$ cat src/rtl/map_read_arbiter.sv
// Round-robin arbiter sharing the map ROM collision-read port between requesters.
// Every read is tagged with its issuer so the pixel returns to that requester after READ_LATENCY edges.
module map_read_arbiter #(
    parameter int unsigned NUM_REQ      = 4,
    parameter int unsigned READ_LATENCY = 2
) (
    input  logic                    clk,
    input  logic                    reset,
    input  logic [NUM_REQ-1:0]      req,
    input  logic [NUM_REQ*10-1:0]   req_col,
    input  logic [NUM_REQ*10-1:0]   req_row,
    output logic [NUM_REQ-1:0]      gnt,
    output logic [9:0]              map_col_addr,
    output logic [9:0]              map_row_addr,
    input  logic [7:0]              map_px,
    output logic [NUM_REQ-1:0]      rsp_valid,
    output logic [7:0]              rsp_data,
    output logic                    busy
);

    localparam int unsigned ID_W   = (NUM_REQ > 1) ? $clog2(NUM_REQ) : 1;
    localparam int unsigned ADDR_W = 10;
    localparam int unsigned PX_W   = 8;

    typedef struct packed {
        logic            vld;
        logic [ID_W-1:0] id;
    } tag_t;

    logic [ID_W-1:0]         ptr_q, ptr_d;
    logic [ID_W-1:0]         win_id;
    logic                    win_vld;
    logic [ADDR_W-1:0]       col_arr [NUM_REQ];
    logic [ADDR_W-1:0]       row_arr [NUM_REQ];
    logic [ADDR_W-1:0]       col_q, col_d;
    logic [ADDR_W-1:0]       row_q, row_d;
    tag_t [READ_LATENCY-1:0] tag_q, tag_d;
    tag_t                    tag_last;
    logic [NUM_REQ-1:0]      rsp_valid_q, rsp_valid_d;
    logic [PX_W-1:0]         rsp_data_q, rsp_data_d;

    // Unpack the flat per-requester address buses.
    always_comb begin
        for (int unsigned k = 0; k < NUM_REQ; k++) begin
            col_arr[k] = req_col[k*ADDR_W +: ADDR_W];
            row_arr[k] = req_row[k*ADDR_W +: ADDR_W];
        end
    end

    // Search from ptr upward, wrapping; first pending request wins.
    always_comb begin
        int unsigned idx;
        idx     = 0;
        win_vld = 1'b0;
        win_id  = '0;
        gnt     = '0;
        for (int unsigned k = 0; k < NUM_REQ; k++) begin
            idx = 32'(ptr_q) + k;
            if (idx >= NUM_REQ) begin
                idx = idx - NUM_REQ;
            end
            if (!win_vld && req[ID_W'(idx)]) begin
                win_vld = 1'b1;
                win_id  = ID_W'(idx);
            end
        end
        if (win_vld) begin
            gnt[win_id] = 1'b1;
        end
    end

    assign tag_last = tag_q[READ_LATENCY-1];

    always_comb begin
        ptr_d       = ptr_q;
        col_d       = col_q;
        row_d       = row_q;
        tag_d       = '0;
        rsp_valid_d = '0;
        rsp_data_d  = rsp_data_q;
        if (win_vld) begin
            ptr_d = (32'(win_id) == NUM_REQ - 1) ? '0 : win_id + ID_W'(1);
            col_d = col_arr[win_id];
            row_d = row_arr[win_id];
        end
        tag_d[0].vld = win_vld;
        tag_d[0].id  = win_id;
        for (int unsigned s = 1; s < READ_LATENCY; s++) begin
            tag_d[s] = tag_q[s-1];
        end
        if (tag_last.vld) begin
            rsp_valid_d[tag_last.id] = 1'b1;
            rsp_data_d               = map_px;
        end
    end

    always_ff @(posedge clk or negedge reset) begin
        if (!reset) begin
            ptr_q       <= '0;
            col_q       <= '0;
            row_q       <= '0;
            tag_q       <= '0;
            rsp_valid_q <= '0;
            rsp_data_q  <= '0;
        end else begin
            ptr_q       <= ptr_d;
            col_q       <= col_d;
            row_q       <= row_d;
            tag_q       <= tag_d;
            rsp_valid_q <= rsp_valid_d;
            rsp_data_q  <= rsp_data_d;
        end
    end

    always_comb begin
        busy = 1'b0;
        for (int unsigned s = 0; s < READ_LATENCY; s++) begin
            busy = busy | tag_q[s].vld;
        end
    end

    assign map_col_addr = col_q;
    assign map_row_addr = row_q;
    assign rsp_valid    = rsp_valid_q;
    assign rsp_data     = rsp_data_q;

endmodule
$ cat config.mk
export PLATFORM = sky130hd
export DESIGN_NAME = map_read_arbiter
export DESIGN_NICKNAME = d
export VERILOG_FILES = /design/src/rtl/map_read_arbiter.sv
export SDC_FILE = /design/constraint.sdc
export NUM_CORES = 1
export LEC_CHECK = 0
export ABC_CLOCK_PERIOD_IN_PS = 2100
export BUFFER_PORTS_ARGS = -buffer_cell sky130_fd_sc_hd__buf_2
export CAP_MARGIN = 20
export CORE_UTILIZATION = 43
export DETAILED_ROUTE_END_ITERATION = 6
export HOLD_SLACK_MARGIN = 0.15
export PLACE_DENSITY_LB_ADDON = 0.1
export SETUP_SLACK_MARGIN = 0.4
export SLEW_MARGIN = 20
export SYNTH_ARGS = -nofsm -noshare
export SYNTH_HDL_FRONTEND = slang
export SYNTH_SLANG_ARGS = --single-unit
$ cat constraint.sdc
create_clock -name clk -period 2.1 [get_ports clk]
set_clock_uncertainty 0.1 [all_clocks]
set_input_delay 0.42 -clock clk [delete_from_list [all_inputs] [get_ports clk]]
set_output_delay 0.42 -clock clk [all_outputs]
set_load 0.01 [all_outputs]
=== Word-level counts from Yosys, hierarchy flattened ===
Cells that the tools add are included.

* Register bits: 40
* Input port bits: 94

* Add/sub/neg operators: 8
* Order comparisons: 13
* Equality and inequality tests: 1
* Mux-type cells: 33
* Bitwise logic cells: 2
* Reduce and logical (&&, ||, !) cells: 8

{| class="wikitable"
|+ Operators by type and width
! operator !! number
|-
| binary-select mux 10 bit (select 2 bit) || 2
|-
| 2-to-1 mux 10 bit || 4
|-
| < comparator 2 x 3 -> 1 bit, second input constant || 6
|-
| 2-to-1 mux 2 bit || 9
|-
| greater-or-equal comparator 3 bit, second input constant || 4
|-
| 2-to-1 mux 1 bit || 10
|-
| binary-select mux 1 bit (select 2 bit) || 4
|-
| 2-to-1 mux 4 bit || 2
|-
| subtractor 2 x 1 -> 2 bit, second input constant || 4
|-
| adder 2 x 2 -> 3 bit, second input constant || 2
|-
| logical AND 1 bit || 5
|-
| demux 1 bit (select 2 bit) || 2
|-
| greater-or-equal comparator 2 x 1 -> 1 bit, second input constant || 2
|-
| adder 2 x 1 -> 3 bit, second input constant || 1
|-
| greater-or-equal comparator 2 x 3 -> 1 bit, second input constant || 1
|-
| zero test 1 bit || 3
|-
| inverter 2 -> 3 bit || 1
|-
| adder 2 x 1 -> 2 bit, second input constant || 1
|-
| equality test 2 bit, second input constant || 1
|-
| OR 1 bit || 1
|}

=== Longest topological paths before layout ===
Gate-level depths: netlist of the first run.

* Depth after elaboration: 19
* Mapped depth: 7
* Gate-level depth less buffers: 6

=== Worst setup path after synthesis of the first run ===
Ideal clock, no wire load.

* Kind: register -> output
* From: register ptr_q[0]
* To: output port gnt[0]
* Arrival time: 1473 ps
* Required time: 1580 ps
* Path slack: 107 ps
* Cell stages (with the launch flop): 7
* Buffers on the path: 2
* Path through: dfrtp_1 -> nand2b_1 -> a21o_1 -> and2_1 -> buf_6 -> buf_2 -> nor3_1

{| class="wikitable"
|+ RTL lines
! item !! RTL line !! text
|-
| start: declaration || 30 || <nowiki>logic [ID_W-1:0] ptr_q, ptr_d;</nowiki>
|-
| start signal: assignment || 106 || <nowiki>ptr_q <= ptr_d;</nowiki>
|-
| end: declaration || 12 || <nowiki>output logic [NUM_REQ-1:0] gnt,</nowiki>
|}

=== Final worst setup path of the first run ===
* From: register ptr_q[0]
* To: output port gnt[3]

* Word-level cells in the longest chain between the ends: 19

{| class="wikitable"
|+ Ends and longest elaborated chain
! item !! RTL line !! text
|-
| branches (longest 18 deep; another with adder 2 x 1 -> 3 bit) || -- ||
|-
| 2-to-1 mux 4 bit * || 67 || <nowiki>if (win_vld) begin</nowiki>
|}

Mark *: on every way between the ends. The select of a mux whose other input is x is not followed.

==> flow_summary.yaml, run 1 <==
outcome:
  run_status: "complete, but fails checks"
  violated_checks: "negative setup slack"
synthesis:
  syn_inst_count: 196
  ys_seq_elements: 40
  async_flop_share_pct: 100
  synth_sequential_area_ratio_pct: 48.1
  synth.distinct_cells: 26
  synth-warning-count: 0
  netlist_area_mm2: 0.00208
  synth_nets: 290
  synth_edf_count: 0
  top_reg_cell_synth: "sky130_fd_sc_hd__dfrtp_1"
  syn_area_per_cell_um2: 10.6
sta:
  finalWorstSetupSlack_ns: -0.0509
  timing.final.max_slew_violations: 0
  timing_hold_violations_final: 0
  worst_pin_slew_ns: 0.604
  final.min_clock_period_ns: 2.15
  slew_headroom_pct: 59.7
  final_min_period_over_clock_period_pct: 102
  totalNegativeSetupSlack_ns: -0.0700
  setup_repair_after_global_routing_missed_its_margin: "yes"
  fmaxAchievable_mhz: 465
  timing.final.setup_violations: 3
layout:
  layout-drive-gt1-share_pct: 63.6
  finish.instance_area_mm2: 0.00352
  n_fill_cell: 286
  synthToLayoutAreaGrowth_pct: 69.0
  seqCellArea_mm2: 0.00100
  finalCoreUtilization_pct: 78.1
  final_nets: 442
  area_occupied_by_multi_input_gates_mm2: 0.00123
  antennaDiodeCount: 0
route:
  drt_iter0_drc: 127
  drc: 0
  num_vias: 2162
  firstDrtPassIters: 4
  drtAntennaViolNets: 0
  wire_per_inst_um: 16.5
  route.final.wire_length_mm: 6.63
  viasPerCell: 5.39
die:
  rows: 24
  die_w_um: 71.6
  ioPinCount: 131
  core_area_mm2: 0.00450
  dieArea_mm2: 0.00512
  die_height_um: 71.6
  initial_standard_cell_utilization_of_the_core_pct: 46.2
cts:
  clkSlewWorstSetupHoldPaths_ns: 0.08
  cts-buffers-inserted: 5
  cts_tree: "built"
  cts.htree.levels: 2
  clk_root_buffer_cell: "sky130_fd_sc_hd__clkbuf_8"
  tritoncts_num_sinks: 40
  worst_skew_pair.late_latency_ns: 0.30
  clock_tree.buffer_depth: 2
global_route:
  top_usage_layer: "met2"
  grt_use_total_pct: 24.8
  grt_antenna_before_repair: 0
  globalRoute.totalOverflow: 0
  grt_pass1_vias: 2123
  groute.layer.met1.usage_pct: 29.8
  grt_start_max_net_pins: 29
  grt.met3_usage_pct: 5.06
  grt_pass1_wl_mm: 9.64
  met2_usage_pct: 42.9
worst_hold_path:
  worst_hold_path.num_cells: 2
  hp-class: "in2reg"
setup_path:
  criticalPathCategory: "reg2out"
  crit_arrival_ns: 1.63
  setup.reg_to_reg.worst_slack_ns: 0.04
  worst_setup_path_end_kind: "output port"
  required_time_of_the_worst_setup_path_ns: 1.58
  r2r.worst_path.cells: 8
  cp_max_fo: 5
  critical_path.startpoint_type: "flip-flop"
placed_design:
  gpl.final_weighted_congestion: 0.812
  port_buffers: 130
  place_area_mm2: 0.00289
  post-dp-hpwl_mm: 4.08
  pre_cts_slack_ns: 0.0381
power_and_ir_drop:
  worst_vdd_rail_ir_drop_v: 0.000627
  power-per-cell-area_mw_per_mm2: 1210
  total_leakage_power_nw: 1.72
flow_run:
  drv_cap: 0
==> worst max-delay path, cell delays in order, from the launching register on <==
cell and delay [ns]:
sky130_fd_sc_hd__dfrtp_1 0.42, sky130_fd_sc_hd__buf_4 0.16, sky130_fd_sc_hd__o221ai_2 0.18, sky130_fd_sc_hd__and2_4 0.21, sky130_fd_sc_hd__buf_12 0.11, sky130_fd_sc_hd__and2_4 0.15, sky130_fd_sc_hd__buf_6 0.10
==> layout make-up <==
cell class	count	area share, %
Sequential cell	40	28.5
Multi-Input combinational cell	135	34.9
Clock inverter	3	1.35
Inverter	6	0.641
Tap cell	52	1.85
Clock buffer	5	1.96
Timing Repair Buffer	160	30.8
==> layout by cell type, fill, tap and decap left out, types with 2 or more instances in the layout <==
master and count:
sky130_fd_sc_hd__and3_1 2, sky130_fd_sc_hd__buf_12 7, sky130_fd_sc_hd__buf_2 129, sky130_fd_sc_hd__and2_4 3, sky130_fd_sc_hd__buf_16 2, sky130_fd_sc_hd__clkinv_4 2, sky130_fd_sc_hd__a211oi_2 16, sky130_fd_sc_hd__mux2_2 8
sky130_fd_sc_hd__mux2i_1 24, sky130_fd_sc_hd__a211o_1 2, sky130_fd_sc_hd__clkbuf_16 2, sky130_fd_sc_hd__mux2i_4 3, sky130_fd_sc_hd__buf_4 14, sky130_fd_sc_hd__a211oi_4 3, sky130_fd_sc_hd__a21oi_1 9, sky130_fd_sc_hd__a21oi_2 3
sky130_fd_sc_hd__inv_1 5, sky130_fd_sc_hd__buf_6 4, sky130_fd_sc_hd__clkbuf_8 5, sky130_fd_sc_hd__a221oi_2 8, sky130_fd_sc_hd__dfrtp_1 39, sky130_fd_sc_hd__mux2i_2 2, sky130_fd_sc_hd__a211oi_1 3, sky130_fd_sc_hd__nor2_1 35
==> cells by family (layout without fill, tap and decap cells) <==
family / Yosys count / after routing / synth area share [%]
AOI/OAI and AO/OA: 48 / 48 / 16.8
buffers and inverters: 21 / 174 / 5.89
DFF: 40 / 40 / 48.1
muxes: 37 / 37 / 18.3
and+or+nand+nor: 50 / 50 / 10.9
==> registers in the layout, summed over array words and instances, names as in the netlist <==
signal,count
map_col_addr,10
map_row_addr,10
ptr_q,2
rsp_data,8
rsp_valid,4
tag_d,3
tag_last,3
==> repair_timing <==
| item | 4_1_cts | 5_1_grt |
|---|---|---|
| gates cloned | 4 | 2 |
| resized for setup | 31 | 27 |
| endpoints found under the hold margin | 26 | 0 |
| pin swaps | 17 | 7 |
| hold buffers | 1 | 0 |
| endpoints found under the setup margin | 25 | 26 |
| buffers inserted | 7 | 3 |
==> metrics by stage <==
step                      hold slack (ns)  power (mW)  std cells
after global routing                0.241        4.46        401
after global placement              0.233        2.79        376
after CTS                           0.245        3.94        396
final                               0.247        4.27        401
after detailed placement            0.235        2.81        376
after floorplan                    0.0244        2.19        196
==> metal layers <==
| metal | wire length (um) | vias up |
|---|---|---|
| li1 | - | 1018 |
| met1 | 2770 | 1029 |
| met2 | 3290 | 97 |
| met3 | 387 | 18 |
| met4 | 184 | 0 |
| met5 | 0 | - |
==> synthesized netlist by cell type (2+ instances only) <==
cell type,instances,area [um^2]
sky130_fd_sc_hd__dfrtp_1,40,1000
sky130_fd_sc_hd__a211o_1,2,17.5
sky130_fd_sc_hd__a211oi_1,22,165
sky130_fd_sc_hd__and3_1,2,12.5
sky130_fd_sc_hd__mux2i_1,29,290
sky130_fd_sc_hd__buf_6,3,33.8
sky130_fd_sc_hd__nand2b_1,2,12.5
sky130_fd_sc_hd__mux2_2,8,90.1
sky130_fd_sc_hd__nor2_1,37,139
sky130_fd_sc_hd__buf_2,4,20.0
sky130_fd_sc_hd__inv_1,5,18.8
sky130_fd_sc_hd__a221oi_1,9,78.8
sky130_fd_sc_hd__and2_1,3,18.8
sky130_fd_sc_hd__a21oi_1,12,60.1
sky130_fd_sc_hd__clkbuf_1,7,26.3
==> worst paths after layout <==
path                       startpoint         endpoint
setup / recovery             ptr_q[0]           gnt[3]
hold / removal              map_px[2]      rsp_data[2]
setup reg to reg             ptr_q[0]  map_col_addr[8]
hold reg to reg              tag_d[4]      tag_last[1]
max in group asynchronous       reset  map_col_addr[1]
min in group asynchronous       reset     rsp_valid[1]
==> power breakdown <==
group	leakage [nW]	internal, mW	total [mW]	switching [mW]
registers	0.462	1.05	1.20	0.149
clock network	0.0583	0.358	0.646	0.288
logic	1.20	1.30	2.42	1.12
Power figures use the tool's default switching activity.
==> run 2, diff against run 1 <==
- MAX_ROUTING_LAYER: not set -> met4
==> run 2 against run 1 <==
Net effect: the flow still finishes with violations (negative setup slack); first-iteration DRC count up 1.6%; largest power group unchanged; final area unchanged; sequential cell count unchanged; global-route usage is 0.80 points higher; cell count unchanged; hold slack hardly changed; clock power barely moved.
==> flow_summary.yaml, run 2 (synthesis gave the netlist of run 1 again) <==
setup_path:
  slowest_library_cell_on_the_worst_path: "sky130_fd_sc_hd__dfrtp_1"
  r2r.worst_path.cells: 8
  criticalPathCategory: "reg2out"
  worst_setup_path_end_kind: "output port"
  path_buf_inv: 3
  setup.reg_to_reg.worst_slack_ns: 0.04
  required_time_of_the_worst_setup_path_ns: 1.58
  cp_max_fo: 5
  worst_r2r_startpoint: "ptr_q[0]"
  critical_path.startpoint_type: "flip-flop"
  critical_path.top_delay_family: "flip-flops"
  terminus_of_the_critical_flop_to_flop_path: "map_col_addr[8]"
  timing.critical_path.cells: "buf_4 -> o221ai_2 -> and2_4 -> buf_12 -> and2_4 -> buf_6"
  crit_arrival_ns: 1.63
  critical-path-top-cell-by-count: "sky130_fd_sc_hd__and2_4"
  cpPeakStageDelay_ns: 0.42
power_and_ir_drop:
  post-layout-total-power_mw: 4.26
  comb_power_share_pct: 56.6
  switching_share_pct: 36.4
  switching_power_mw: 1.55
  total_leakage_power_nw: 1.72
  clock_power_share_pct: 15.2
  seq_power_share_pct: 28.2
  worst_vdd_rail_ir_drop_v: 0.000623
  power-per-cell-area_mw_per_mm2: 1210
  internal_power_mw: 2.71
cts:
  clkSlewWorstSetupHoldPaths_ns: 0.08
  worst_skew_pair.late_latency_ns: 0.30
  cts.htree.levels: 2
  clk_root_buffer_cell: "sky130_fd_sc_hd__clkbuf_8"
  clock_tree.buffer_depth: 2
  cts-buffers-inserted: 5
  tritoncts_num_sinks: 40
  cts_tree: "built"
sta:
  totalNegativeSetupSlack_ns: -0.0728
  worst_pin_slew_ns: 0.595
  slew_headroom_pct: 60.4
  final.min_clock_period_ns: 2.15
  finalWorstSetupSlack_ns: -0.0496
  finalHoldWorstSlack_ns: 0.246
  timing_hold_violations_final: 0
  timing.final.max_slew_violations: 0
  setup_repair_after_global_routing_missed_its_margin: "yes"
  timing.final.setup_violations: 3
  final_min_period_over_clock_period_pct: 102
  fmaxAchievable_mhz: 465
placed_design:
  place_area_mm2: 0.00289
  gpl.final_weighted_congestion: 0.824
  port_buffers: 130
  post-dp-hpwl_mm: 4.08
layout:
  final_nets: 442
  mostFrequentLayoutCells: "sky130_fd_sc_hd__buf_2 (129), sky130_fd_sc_hd__dfrtp_1 (39), sky130_fd_sc_hd__nor2_1 (35), sky130_fd_sc_hd__mux2i_1 (24), sky130_fd_sc_hd__a211oi_2 (16)"
  layout-drive-gt1-share_pct: 63.6
  finish.instance_area_mm2: 0.00352
  antennaDiodeCount: 0
  synthToLayoutAreaGrowth_pct: 69.0
  mostFrequentLayoutCell: "sky130_fd_sc_hd__buf_2"
route:
  firstDrtPassIters: 4
  routed.top_layer: "met4"
  drtAntennaViolNets: 0
  drt-met1-wl_mm: 2.64
  num_vias: 2160
  route.final.wire_length_mm: 6.57
  met2RoutedLength_mm: 3.28
  routed-wl-met3_um: 459
  drt_iter0_drc: 129
  wire_per_inst_um: 16.4
  viasPerCell: 5.39
  drc: 0
die:
  core_area_mm2: 0.00450
  rows: 24
  ioPinCount: 131
  initial_standard_cell_utilization_of_the_core_pct: 46.2
  die_w_um: 71.6
  die_height_um: 71.6
  dieArea_mm2: 0.00512
global_route:
  grt_pass1_vias: 2116
  grt_use_total_pct: 25.5
  grt_start_max_net_pins: 29
  globalRoute.totalOverflow: 0
  grt_antenna_before_repair: 0
  grt_pass1_wl_mm: 9.64
worst_hold_path:
  hp-class: "in2reg"
  startpoint_of_the_worst_hold_path: "map_px[2]"
  worst_hold_path.num_cells: 2
  hold_path_end: "rsp_data[2]"
outcome:
  violated_checks: "negative setup slack"
  run_status: "complete, but fails checks"
flow_run:
  drv_cap: 0
## run 2: cell counts in the layout (fill, tap and decap cells not counted)
Identical to the previous run, type by type.
## run 2: area by class of cell
class / instances / area [um^2]
Clock buffer: 5 / 68.8
Clock inverter: 3 / 47.5
Fill cell: 286 / 988
Inverter: 6 / 22.5
Multi-Input combinational cell: 135 / 1230
Sequential cell: 40 / 1000
Tap cell: 52 / 65.1
Timing Repair Buffer: 160 / 1080
## run 2: per-layer routing
| metal | vias up | track usage, % |
|---|---|---|
| li1 | 1015 | - |
| met1 | 1019 | 30.0 |
| met2 | 108 | 42.8 |
| met3 | 18 | 5.06 |
| met4 | 0 | 11.3 |
| met5 | - | - |
## run 2: worst max path at each step
stage / startpoint / endpoint / slack [ns] / cells after the start
3_5_place_dp: req[0] / gnt[0] / 0.04 / 7
6_report: ptr_q[0] / gnt[3] / -0.05 / 6
4_1_cts: ptr_q[0] / gnt[3] / -0.04 / 6
2_1_floorplan: ptr_q[0] / gnt[0] / 0.25 / 6
5_1_grt: ptr_q[0] / gnt[3] / -0.08 / 6
3_3_place_gp: req[0] / gnt[0] / 0.06 / 7
## run 2: per-stage QoR
stage                     utilization (%)  std cells  setup slack [ns]
after global routing                 78.1        401           -0.0835
after global placement               64.2        376            0.0572
after detailed placement             64.2        376            0.0381
after floorplan                         -        196             0.252
final                                78.1        401           -0.0496
after CTS                            73.9        396           -0.0352
## run 2: what timing repair did
| action | CTS | global route |
|---|---|---|
| buffers inserted | 7 | 3 |
| hold buffers | 1 | 0 |
| gates cloned | 4 | 2 |
| pin swaps | 17 | 7 |
| hold endpoints to repair | 26 | 0 |
| gates resized for setup | 31 | 27 |
| setup endpoints to repair | 25 | 26 |
## run 2: power by group through the flow
stage | clock, mW | combinational, mW | sequential (mW)
detailed placement | 0 | 1.60 | 1.22
finish | 0.647 | 2.41 | 1.20
global placement | 0 | 1.58 | 1.20
floorplan | 0 | 0.865 | 1.32
CTS | 0.652 | 2.10 | 1.19
global route | 0.688 | 2.55 | 1.23
## run 2: worst reg2reg max path, cell delays in order, from the launching register on
cell	delay (ns)
sky130_fd_sc_hd__dfrtp_1	0.42
sky130_fd_sc_hd__nand2b_4	0.16
sky130_fd_sc_hd__a21o_1	0.17
sky130_fd_sc_hd__and2_4	0.16
sky130_fd_sc_hd__buf_12	0.13
sky130_fd_sc_hd__buf_4	0.14
sky130_fd_sc_hd__bufbuf_16	0.26
sky130_fd_sc_hd__mux2i_1	0.11
sky130_fd_sc_hd__a221oi_1	0.29
